$ cat config.mk
export PLATFORM = sky130hd
export DESIGN_NAME = wb_host_master
export DESIGN_NICKNAME = d
export VERILOG_FILES = /design/src/rtl/wb_host_master.sv
export SDC_FILE = /design/constraint.sdc
export NUM_CORES = 1
export LEC_CHECK = 0
export BUFFER_PORTS_ARGS = -buffer_cell sky130_fd_sc_hd__buf_2
export CAP_MARGIN = 10
export CORE_AREA = 2 2 131 82
export DETAILED_ROUTE_END_ITERATION = 12
export DIE_AREA = 0 0 133 84
export REMOVE_ABC_BUFFERS = 1
export SYNTH_ARGS = -nofsm -noshare
export SYNTH_HDL_FRONTEND = slang
export SYNTH_SLANG_ARGS = --single-unit
$ cat constraint.sdc
create_clock -name clk_i -period 1.77 [get_ports clk_i]
set_clock_uncertainty 0.15 [all_clocks]
set_input_delay 0.354 -clock clk_i [delete_from_list [all_inputs] [get_ports clk_i]]
set_output_delay 0.354 -clock clk_i [all_outputs]
set_load 0.005 [all_outputs]
$ cat src/rtl/wb_host_master.sv
// Single-outstanding pipelined Wishbone master: one bus cycle per host request, done_o 2+ cycles after accept.
// Optional bus timeout via WB_HOST_MASTER_TIMEOUT_EN; req_i is ignored while busy (no queueing).
module wb_host_master #(
  parameter int ADDR_WIDTH  = 4,
  parameter int MAX_RETRIES = 3,
  parameter int TIMEOUT     = 255
) (
  input  logic                  clk_i,
  input  logic                  rst_n_i,
  input  logic                  req_i,
  input  logic                  we_i,
  input  logic [ADDR_WIDTH-1:0] adr_i,
  input  logic [3:0]            sel_i,
  input  logic [31:0]           dat_i,
  output logic                  busy_o,
  output logic                  done_o,
  output logic [1:0]            resp_o,
  output logic [31:0]           dat_o,
  output logic                  wb_cyc_o,
  output logic                  wb_stb_o,
  output logic                  wb_we_o,
  output logic [ADDR_WIDTH-1:2] wb_adr_o,
  output logic [3:0]            wb_sel_o,
  output logic [31:0]           wb_dat_o,
  input  logic                  wb_ack_i,
  input  logic                  wb_err_i,
  input  logic                  wb_rty_i,
  input  logic                  wb_stall_i,
  input  logic [31:0]           wb_dat_i
);

  typedef enum logic [1:0] {S_IDLE, S_REQ, S_WAIT, S_BACKOFF} state_t;

  localparam logic [1:0] RESP_ACK = 2'b00;
  localparam logic [1:0] RESP_ERR = 2'b01;
  localparam logic [1:0] RESP_TMO = 2'b10;
  localparam logic [1:0] RESP_RTY = 2'b11;
  localparam logic [3:0] MAX_RTY  = 4'(MAX_RETRIES);

  state_t                state_q, state_d;
  logic [3:0]            rty_q, rty_d;
  logic                  busy_d, done_d, cyc_d, stb_d, we_d;
  logic [1:0]            resp_d;
  logic [31:0]           rdat_d, wdat_d;
  logic [ADDR_WIDTH-1:2] adr_d;
  logic [3:0]            sel_d;
  logic                  tmo_hit;

  // Byte-lane bits of the address never reach the bus.
  logic [1:0] adr_lsb_unused;
  assign adr_lsb_unused = adr_i[1:0];

`ifdef WB_HOST_MASTER_TIMEOUT_EN
  localparam logic [15:0] TMO_LIMIT = 16'(TIMEOUT);
  logic [15:0] tmo_q, tmo_d;

  // Zero outside REQ/WAIT, so every entry to REQ (first issue or retry) restarts the count.
  always_comb begin
    tmo_d = 16'd0;
    if (state_q == S_REQ || state_q == S_WAIT) tmo_d = tmo_q + 16'd1;
  end

  assign tmo_hit = (tmo_q + 16'd1) == TMO_LIMIT;

  always_ff @(posedge clk_i or negedge rst_n_i) begin
    if (!rst_n_i) tmo_q <= 16'd0;
    else          tmo_q <= tmo_d;
  end
`else
  logic [15:0] timeout_unused;
  assign timeout_unused = 16'(TIMEOUT);
  assign tmo_hit        = 1'b0;
`endif

  always_comb begin
    state_d = state_q;
    rty_d   = rty_q;
    done_d  = 1'b0;
    resp_d  = resp_o;
    rdat_d  = dat_o;
    we_d    = wb_we_o;
    adr_d   = wb_adr_o;
    sel_d   = wb_sel_o;
    wdat_d  = wb_dat_o;
    case (state_q)
      S_IDLE: begin
        if (req_i) begin
          state_d = S_REQ;
          we_d    = we_i;
          adr_d   = adr_i[ADDR_WIDTH-1:2];
          sel_d   = sel_i;
          wdat_d  = dat_i;
          rty_d   = 4'd0;
        end
      end
      S_REQ, S_WAIT: begin
        // err > rty > ack; a real response beats a timeout landing in the same cycle.
        if (wb_err_i) begin
          state_d = S_IDLE;
          done_d  = 1'b1;
          resp_d  = RESP_ERR;
        end else if (wb_rty_i) begin
          if (rty_q < MAX_RTY) begin
            rty_d   = rty_q + 4'd1;
            state_d = S_BACKOFF;
          end else begin
            state_d = S_IDLE;
            done_d  = 1'b1;
            resp_d  = RESP_RTY;
          end
        end else if (wb_ack_i) begin
          state_d = S_IDLE;
          done_d  = 1'b1;
          resp_d  = RESP_ACK;
          if (!wb_we_o) rdat_d = wb_dat_i;
        end else if (tmo_hit) begin
          state_d = S_IDLE;
          done_d  = 1'b1;
          resp_d  = RESP_TMO;
        end else if (state_q == S_REQ && !wb_stall_i) begin
          state_d = S_WAIT;
        end
      end
      S_BACKOFF: state_d = S_REQ;
      default:   state_d = S_IDLE;
    endcase
    // Bus controls are registered from the next state so they track it with no extra cycle.
    cyc_d  = (state_d == S_REQ) || (state_d == S_WAIT);
    stb_d  = (state_d == S_REQ);
    busy_d = (state_d != S_IDLE);
  end

  always_ff @(posedge clk_i or negedge rst_n_i) begin
    if (!rst_n_i) begin
      state_q  <= S_IDLE;
      rty_q    <= 4'd0;
      busy_o   <= 1'b0;
      done_o   <= 1'b0;
      resp_o   <= 2'b00;
      dat_o    <= 32'd0;
      wb_cyc_o <= 1'b0;
      wb_stb_o <= 1'b0;
      wb_we_o  <= 1'b0;
      wb_adr_o <= '0;
      wb_sel_o <= 4'd0;
      wb_dat_o <= 32'd0;
    end else begin
      state_q  <= state_d;
      rty_q    <= rty_d;
      busy_o   <= busy_d;
      done_o   <= done_d;
      resp_o   <= resp_d;
      dat_o    <= rdat_d;
      wb_cyc_o <= cyc_d;
      wb_stb_o <= stb_d;
      wb_we_o  <= we_d;
      wb_adr_o <= adr_d;
      wb_sel_o <= sel_d;
      wb_dat_o <= wdat_d;
    end
  end

endmodule

==> results of run 1 <==
layout by cell type, fill, tap and decap left out, types with 2 or more instances in the layout:
| cell type | netlist | layout |
|---|---|---|
| buf_2 | 5 | 153 |
| dfrtp_1 | 83 | 83 |
| mux2_2 | 41 | 41 |
| mux2_4 | 30 | 30 |
| buf_4 | 0 | 12 |
| clkbuf_16 | 0 | 9 |
| inv_1 | 6 | 5 |
| nand2_1 | 5 | 4 |
| ha_1 | 5 | 4 |
| buf_6 | 4 | 4 |
| nor2_1 | 3 | 3 |
| o21ai_0 | 3 | 3 |
| clkinvlp_4 | 0 | 3 |
| clkbuf_1 | 0 | 3 |
| buf_12 | 0 | 3 |
| a22oi_1 | 2 | 2 |
| nand3_1 | 2 | 2 |
| a31oi_1 | 2 | 2 |
| o21a_1 | 2 | 2 |
| o2bb2ai_1 | 2 | 2 |
layer usage:
layer,up-vias,GRT usage,share of wire
met3,9,0.0686,0.12
met5,-,0,0
met4,0,0.0528,0.014
li1,1086,-,-
met2,124,0.202,0.41
met1,1081,0.175,0.46
what timing repair did:
| action | 4_1_cts | 5_1_grt |
|---|---|---|
| hold endpoints to repair | 83 | 0 |
| hold buffers | 1 | 0 |
| pin swaps | 1 | 0 |
| endpoints found under the setup margin | 34 | 35 |
| gates resized for setup | 5 | 2 |
final timing paths:
path	cells past startpoint	slack (ns)	startpoint	end
max in group asynchronous	3	0.66	rst_n_i	resp_o[0]$_DFFE_PN0P_
hold / removal	2	0.1	wb_dat_i[23]	dat_o[23]$_DFFE_PN0P_
min in group asynchronous	3	0.43	rst_n_i	wb_adr_o[3]$_DFFE_PN0P_
setup / recovery	8	-0.09	state_q[1]$_DFF_PN0_	wb_cyc_o$_DFF_PN0_
hold reg to reg	1	0.33	resp_o[0]$_DFFE_PN0P_	resp_o[0]$_DFFE_PN0P_
setup reg to reg	8	-0.09	state_q[1]$_DFF_PN0_	wb_cyc_o$_DFF_PN0_
registers in the layout (all words and copies together) (netlist names):
signal and cells:
busy_o 1, dat_o 32, done_o 1, resp_o 2, rty_q 4, state_q 2, wb_adr_o 2, wb_cyc_o 1
wb_dat_o 32, wb_sel_o 4, wb_stb_o 1, wb_we_o 1
synth_stat cells:
cell type,n
buf_2,5
nor3_2,1
mux2i_1,1
nand2b_1,2
nor2_4,1
mux2_4,30
buf_6,4
nand4b_1,1
o2bb2ai_1,2
a22oi_1,2
o21a_1,2
nor2b_1,1
nand3_1,2
ha_1,5
o21ai_0,3
nand2_1,5
a31oi_1,2
nor4_4,1
nor2_1,3
o41a_1,1
inv_1,6
or2_1,1
mux2_2,41
and3_2,1
nand4b_4,1
a32oi_1,1
dfrtp_1,83
o22ai_2,1
area by class of cell:
| class | count | area [sq um] | share of cell area |
|---|---|---|---|
| Tap cell | 139 | 174 | 0.0365 |
| Inverter | 6 | 22.5 | 0.00472 |
| Clock buffer | 12 | 236 | 0.0496 |
| Clock inverter | 4 | 27.5 | 0.00577 |
| Multi-Input combinational cell | 111 | 1260 | 0.265 |
| Timing Repair Buffer | 173 | 971 | 0.204 |
| Sequential cell | 83 | 2080 | 0.435 |
logic make-up (layout without fill, tap and decap cells):
group	count (synthesis)	after routing	synth area share
flip-flops	83	83	0.609
multiplexers	72	72	0.270
AND/OR/NAND/NOR	20	20	0.0433
buffers and inverters	15	195	0.0272
AO/OA/AOI/OAI	14	14	0.0316
adder cells (fa/ha/maj)	5	5	0.0183
worst register-to-register path, delay by kind of cell, from the launching register on:
family          cells  cell delay (ns)
buf+inv             3             0.17
simple gates        1             0.05
compound gates      2             0.46
fa+ha+maj           2             0.55
flops               1             0.38
where the power goes:
part           internal (uW)  leakage (uW)  total (uW)  switching, uW
registers               2830       0.00100        3280            454
clock network            949      0.000119        1670            719
logic                   2000       0.00135        3260           1260
metrics by stage:
stage               utilization  cells  power [uW]  hold slack (ns)  setup slack [ns]
floorplan                     -    200        4970          -0.0916            -0.458
global placement          0.441    511        6450            0.270            -0.111
detailed placement        0.441    511        6520            0.277            -0.129
CTS                       0.470    528        8290           0.0788            -0.109
global route              0.471    528        8810           0.0774            -0.167
finish                    0.471    528        8210           0.0989           -0.0947
==> results by group, run 1 <==
Run status
  • Status: finished with violations
  • Failing checks: setup timing

Final layout
  • Final Cell Area: 0.00477 sq mm
  • Area Growth Syn to Fin: 39.9%
  • Nets@finish: 469
  • # fillers: 906
  • ANT cells: 0
  • Layout cells sized above 1: 0.684

Yosys
  • Post-synthesis cell count: 209
  • Synth area leader: dfrtp_1
  • Warnings, synthesis: 0
  • Register bit total from synthesis: 83
  • Avg Cell Area, Syn: 16.3 sq um
  • Ranking of synthesized cells by area: dfrtp_1, mux2_2, mux2_4
  • Synthesized cell area: 0.00341 sq mm
  • Distinct cells, synth: 28
  • Top-area cell type share of the netlist area: 0.609
  • Sequential fraction of the synthesis area: 0.609

Drt
  • 1st-iter DRT viols: 73
  • Vias per cell: 4.36
  • Detailed Route WL: 7.32 mm
  • ANT nets after route: 0
  • DRC viols: 0
  • Drt pass-1 iters: 4
  • Via count: 2300
  • Routed wire per std cell: 13.9 um

Floorplanning
  • Core area: 0.0101 sq mm
  • Number of I/O pins: 157
  • Die Height: 84 um
  • Initial Util: 0.337
  • Rows: 29
  • Horiz. Die Dim: 133 um
  • Die Area: 0.0112 sq mm

Global route
  • Initial antenna violation count: 0
  • All-Layer GR Usage: 0.138
  • Gr ovfl total: 0
  • Largest net degree at the start of global routing: 84
  • First-pass GRT wire length: 11.7 mm
  • Vias in the first global route: 2362

Place
  • DP Area: 0.00446 sq mm
  • Number of port buffers: 154
  • RePlAce Congestion: 0.785
  • Post-DP HPWL: 5.24 mm

Power
  • Power per cell area: 1720 mW/mm^2
  • Leakage power: 0.00247 uW
  • VDD IR max: 0.772 mV

Critical path
  • Critical Path Start Type: register
  • Critical Path Most Common Cell: inv_1
  • Bufs and invs on worst path: 3
  • Slowest CP cell: dfrtp_1
  • CP Max Fanout: 3
  • WP data required: 1.85 ns
  • Critical path cell sequence: inv_2 -> ha_4 -> nand2b_4 -> o41a_1 -> o22ai_2 -> inv_1 -> ha_1 -> inv_1
  • Critical path's largest stage delay: 0.38 ns
  • Arr. time, crit path: 1.94 ns
  • CP top delay family: adder cells
  • WS Path Type: reg2reg
  • Setup crit end kind: register

Clock network
  • Clock slew seen by the registers of the worst setup and hold paths: 0.06 ns
  • Clock root cell: clkbuf_16
  • Num Clock Sinks: 83
  • Clock Latency Late Sink: 0.33 ns
  • Setup bufs post-CTS: 0
  • Max Root-Sink Buffers: 2
  • CTS Buf Count: 9
  • H-tree levels: 3
  • CTS tree: built

Timing
  • Setup slack after layout: -0.0947 ns
  • Final Hold Vio Count: 0
  • Fin crit share: 1.05
  • RSZ-0062 raised after global routing: yes
  • Worst-margin pin slew: 0.463 ns
  • FMAX: 536 MHz
  • Setup TNS: -1.42 ns
  • Slew Limit Fails: 0
  • Setup Viol. Count Final: 31
  • Max transition margin: 0.691
  • Min cycle time layout: 1.86 ns

Min path
  • HP Class: in2reg

Run
  • Maxcap violations: 0
(Power assumes the default switching activity.)
==> run 2: changes to the inputs <==
Settings changed: CORE_AREA 2 2 131 82 to 2 2 92 116, DIE_AREA 0 0 133 84 to 0 0 94 118, TNS_END_PERCENT from default to 1.
==> results by group, run 2 (same netlist as run 1, synthesis figures left out) <==
Final layout
  • Layout cells sized above 1: 0.688
  • Largest registers: dat_o (32), wb_dat_o (32)
  • Commonest non-fill, non-tap cell in the layout: buf_2
  • # fillers: 940
  • Final Cell Area: 0.00482 sq mm
  • Nets@finish: 471
  • Most frequent cells in the layout: buf_2, dfrtp_1, mux2_2
  • Post-layout util: 0.482
  • Area Growth Syn to Fin: 41.5%

Timing
  • Max transition margin: 0.753
  • Worst-margin pin slew: 0.370 ns
  • FMAX: 550 MHz
  • Final Hold Vio Count: 0
  • Setup slack after layout: -0.0483 ns
  • Slew Limit Fails: 0
  • Setup Viol. Count Final: 21
  • Fin crit share: 1.03
  • RSZ-0062 raised after global routing: yes
  • Min cycle time layout: 1.82 ns

Global route
  • Largest net degree at the start of global routing: 32
  • Gr ovfl total: 0
  • First-pass GRT wire length: 12.2 mm
  • Initial antenna violation count: 1
  • All-Layer GR Usage: 0.143
  • Vias in the first global route: 2468

Clock network
  • H-tree levels: 3
  • CTS tree: built
  • Setup bufs post-CTS: 0
  • CTS Buf Count: 9
  • Max Root-Sink Buffers: 2
  • Clock slew seen by the registers of the worst setup and hold paths: 0.06 ns
  • Clock Latency Late Sink: 0.33 ns
  • Num Clock Sinks: 83
  • Clock root cell: clkbuf_16

Drt
  • Vias per cell: 4.56
  • ANT nets after route: 0
  • DRC viols: 0
  • Via count: 2376
  • 1st-iter DRT viols: 64
  • Detailed Route WL: 7.60 mm
  • Drt pass-1 iters: 4
  • Routed wire per std cell: 14.6 um

Run
  • Maxcap violations: 0

Floorplanning
  • Initial Util: 0.341
  • Rows: 41
  • Horiz. Die Dim: 94 um
  • Die Area: 0.0111 sq mm
  • Core area: 0.0100 sq mm
  • Number of I/O pins: 157
  • Die Height: 118 um

Power
  • Total chip power: 8450 uW
  • Power per cell area: 1750 mW/mm^2
  • Leakage power: 0.00250 uW
  • VDD IR max: 0.635 mV

Critical path
  • Critical Path Start Type: register
  • Critical path cell sequence: inv_2 -> ha_4 -> nand2b_1 -> o41a_1 -> o22ai_2 -> inv_1 -> ha_1 -> inv_1
  • Critical path's largest stage delay: 0.36 ns
  • Critical Path Most Common Cell: inv_1
  • Slowest CP cell: dfrtp_1
  • CP Max Fanout: 2
  • WP data required: 1.85 ns
  • WS Path Type: reg2reg
  • Arr. time, crit path: 1.90 ns
  • Setup crit end kind: register

Place
  • Post-Place Worst Slack: -0.0903 ns
  • RePlAce Congestion: 0.785
  • DP Area: 0.00449 sq mm
  • Number of port buffers: 154
  • Post-DP HPWL: 5.82 mm

Run status
  • Failing checks: setup timing
  • Status: finished with violations

Min path
  • HP Class: in2reg
-- run 2: path summary, 6_finish.rpt --
kind / depth (start not counted) / endpoint / startpoint / slack (ns)
min reg2reg: 1 / resp_o[0]$_DFFE_PN0P_ / resp_o[0]$_DFFE_PN0P_ / 0.35
min: 2 / dat_o[16]$_DFFE_PN0P_ / wb_dat_i[16] / 0.1
max in group asynchronous: 3 / dat_o[9]$_DFFE_PN0P_ / rst_n_i / 0.64
min in group asynchronous: 2 / dat_o[29]$_DFFE_PN0P_ / rst_n_i / 0.34
max: 8 / wb_cyc_o$_DFF_PN0_ / state_q[1]$_DFF_PN0_ / -0.05
max reg2reg: 8 / wb_cyc_o$_DFF_PN0_ / state_q[1]$_DFF_PN0_ / -0.05
-- run 2: metal layers --
metal,share of wire,vias up,track usage
met5,0,-,0
met4,0.029,0,0.0788
met3,0.041,17,0.0314
met2,0.56,70,0.256
met1,0.37,1199,0.151
li1,-,1090,-
-- run 2: through the flow --
stage	hold slack, ns	setup TNS (ns)	std cells
floorplan	-0.0916	-32.73	200
global placement	0.133	-0.332	503
detailed placement	0.152	-0.882	503
CTS	0.0852	-0.370	520
global route	0.0842	-2.04	521
finish	0.0976	-0.328	521
-- run 2: critical path: cells and delay by family, from the launching register on --
family	cells	cell delay, ns
compound gates	2	0.46
fa+ha+maj	2	0.53
buf+inv	3	0.15
flops	1	0.36
simple gates	1	0.07
-- run 2: cell type report --
| cell class | count | area [sq um] | share of cell area |
|---|---|---|---|
| tap | 129 | 161 | 0.0335 |
| inverter | 6 | 22.5 | 0.00467 |
| clock inverter | 5 | 77.6 | 0.0161 |
| timing repair buffer | 175 | 996 | 0.206 |
| antenna | 1 | 2.50 | 0.000519 |
| multi-input combinational | 111 | 1250 | 0.260 |
| clock buffer | 11 | 233 | 0.0482 |
| sequential | 83 | 2080 | 0.430 |
-- run 2: power by group --
group          leakage (uW)  total (uW)  switching (uW)  internal [uW]
registers           0.00100        3280             447           2830
logic               0.00135        3230            1250           1980
clock network      0.000150        1940             712           1230
-- run 2: repair_timing --
item	in CTS	in global routing
resized for setup	2	1
endpoints found under the setup margin	33	35
pin swaps	2	1
hold buffers	1	0
hold endpoints to repair	23	0
==> run 3: changes to the inputs <==
Clock period 1.77 ns to 1.8 ns, I/O delays scaled along.
==> results by group, run 3 (same netlist as run 1, synthesis figures left out) <==
Run status
  • Status: finished with violations
  • Failing checks: setup timing

Clock network
  • Clock Latency Late Sink: 0.33 ns
  • Clock slew seen by the registers of the worst setup and hold paths: 0.06 ns
  • Clock root cell: clkbuf_16
  • CTS tree: built
  • Max Root-Sink Buffers: 2
  • H-tree levels: 3
  • CTS Buf Count: 9
  • Num Clock Sinks: 83

Timing
  • Final Hold Vio Count: 0
  • Max transition margin: 0.753
  • Slew Limit Fails: 0
  • Fin crit share: 1.01
  • FMAX: 552 MHz
  • Setup Viol. Count Final: 1
  • Setup slack after layout: -0.0118 ns
  • Fin Hold WS: 0.106 ns
  • Min cycle time layout: 1.81 ns
  • RSZ-0062 raised after global routing: yes
  • Worst-margin pin slew: 0.370 ns

Final layout
  • Largest registers: dat_o (32), wb_dat_o (32)
  • ANT cells: 0
  • Final Cell Area: 0.00482 sq mm
  • Commonest non-fill, non-tap cell in the layout: buf_2
  • Area Growth Syn to Fin: 41.5%
  • Nets@finish: 471
  • Post-layout util: 0.482
  • Layout cells sized above 1: 0.693
  • Most frequent cells in the layout: buf_2, dfrtp_1, mux2_2

Floorplanning
  • Rows: 41
  • Initial Util: 0.341
  • Die Area: 0.0111 sq mm
  • Die Height: 118 um
  • Number of I/O pins: 157
  • Horiz. Die Dim: 94 um
  • Core area: 0.0100 sq mm

Drt
  • Via count: 2358
  • 1st-iter DRT viols: 52
  • Drt pass-1 iters: 4
  • DRC viols: 0
  • ANT nets after route: 0
  • Vias per cell: 4.53
  • Routed wire per std cell: 15.1 um
  • Detailed Route WL: 7.83 mm

Place
  • RePlAce Congestion: 0.764
  • Post-DP HPWL: 5.93 mm
  • DP Area: 0.00444 sq mm
  • Number of port buffers: 154

Critical path
  • R2R depth: 8
  • Flop-to-flop setup slack: -0.01 ns
  • Arr. time, crit path: 1.89 ns
  • Critical Path Start Type: register
  • WP data required: 1.88 ns
  • CP Max Fanout: 2
  • WS Path Type: reg2reg
  • Setup crit end kind: register

Global route
  • Global-route met1 utilization: 0.145
  • Initial antenna violation count: 0
  • Met2 usage: 0.257
  • Gr ovfl total: 0
  • Busiest grt layer: met2
  • Met3 Usage GRT: 0.0384
  • All-Layer GR Usage: 0.143
  • Largest net degree at the start of global routing: 32
  • First-pass GRT wire length: 12.0 mm
  • Vias in the first global route: 2484

Min path
  • Min-Delay Path Depth: 2
  • HP Class: in2reg

Power
  • VDD IR max: 0.697 mV
  • Power per cell area: 1700 mW/mm^2
  • Leakage power: 0.00251 uW
  • Total chip power: 8190 uW

Run
  • Maxcap violations: 0
==> run 3: final timing paths <==
kind	from	end
setup / recovery	state_q[1]$_DFF_PN0_	wb_cyc_o$_DFF_PN0_
setup reg to reg	state_q[1]$_DFF_PN0_	wb_cyc_o$_DFF_PN0_
hold reg to reg	resp_o[0]$_DFFE_PN0P_	resp_o[0]$_DFFE_PN0P_
min in group asynchronous	rst_n_i	dat_o[29]$_DFFE_PN0P_
hold / removal	wb_dat_i[29]	dat_o[29]$_DFFE_PN0P_
max in group asynchronous	rst_n_i	dat_o[24]$_DFFE_PN0P_
==> run 3: report_power, final <==
part | internal, uW | switching, uW | leakage, uW
Sequential | 2780 | 446 | 0.00100
Combinational | 2000 | 1250 | 0.00138
Clock | 969 | 738 | 0.000130
==> run 3: critical path, stage by stage, from the launching register on <==
cell and delay, ns:
dfrtp_1 0.36, inv_2 0.06, ha_4 0.27, nand2b_1 0.07
o41a_1 0.33, o22ai_2 0.12, inv_1 0.06, ha_1 0.27
inv_1 0.03
==> run 3: per-layer routing <==
metal	routed length, um	up-vias
met4	205	0
met3	391	18
li1	-	1089
met5	0	-
met2	4330	73
met1	2900	1178
==> run 3: stage by stage <==
| stage | TNS [ns] | cells | worst slack [ns] |
|---|---|---|---|
| final | -0.0118 | 520 | -0.0118 |
| after floorplan | -30.46 | 200 | -0.428 |
| after global placement | -0.164 | 498 | -0.0415 |
| after detailed placement | -0.432 | 498 | -0.0414 |
| after CTS | -0.0139 | 520 | -0.0139 |
| after global routing | -0.945 | 520 | -0.0807 |
==> run 3: layout make-up <==
cell class / instances / area [sq um]
fillers: 915 / 5180
flip-flops and latches: 83 / 2080
multi-input cells: 111 / 1250
repair buffers: 175 / 1030
clock buffers: 10 / 239
well taps: 129 / 161
clock inverters: 6 / 41.3
inverters: 6 / 22.5
==> run 3: what timing repair did <==
action                                  4_1_cts  5_1_grt
endpoints found under the setup margin       31       29
setup buffers                                 4        0
gates resized for setup                       4        4
hold endpoints to repair                     24        0
cloned                                        1        0
pin swaps                                     2        1
hold buffers                                  1        0
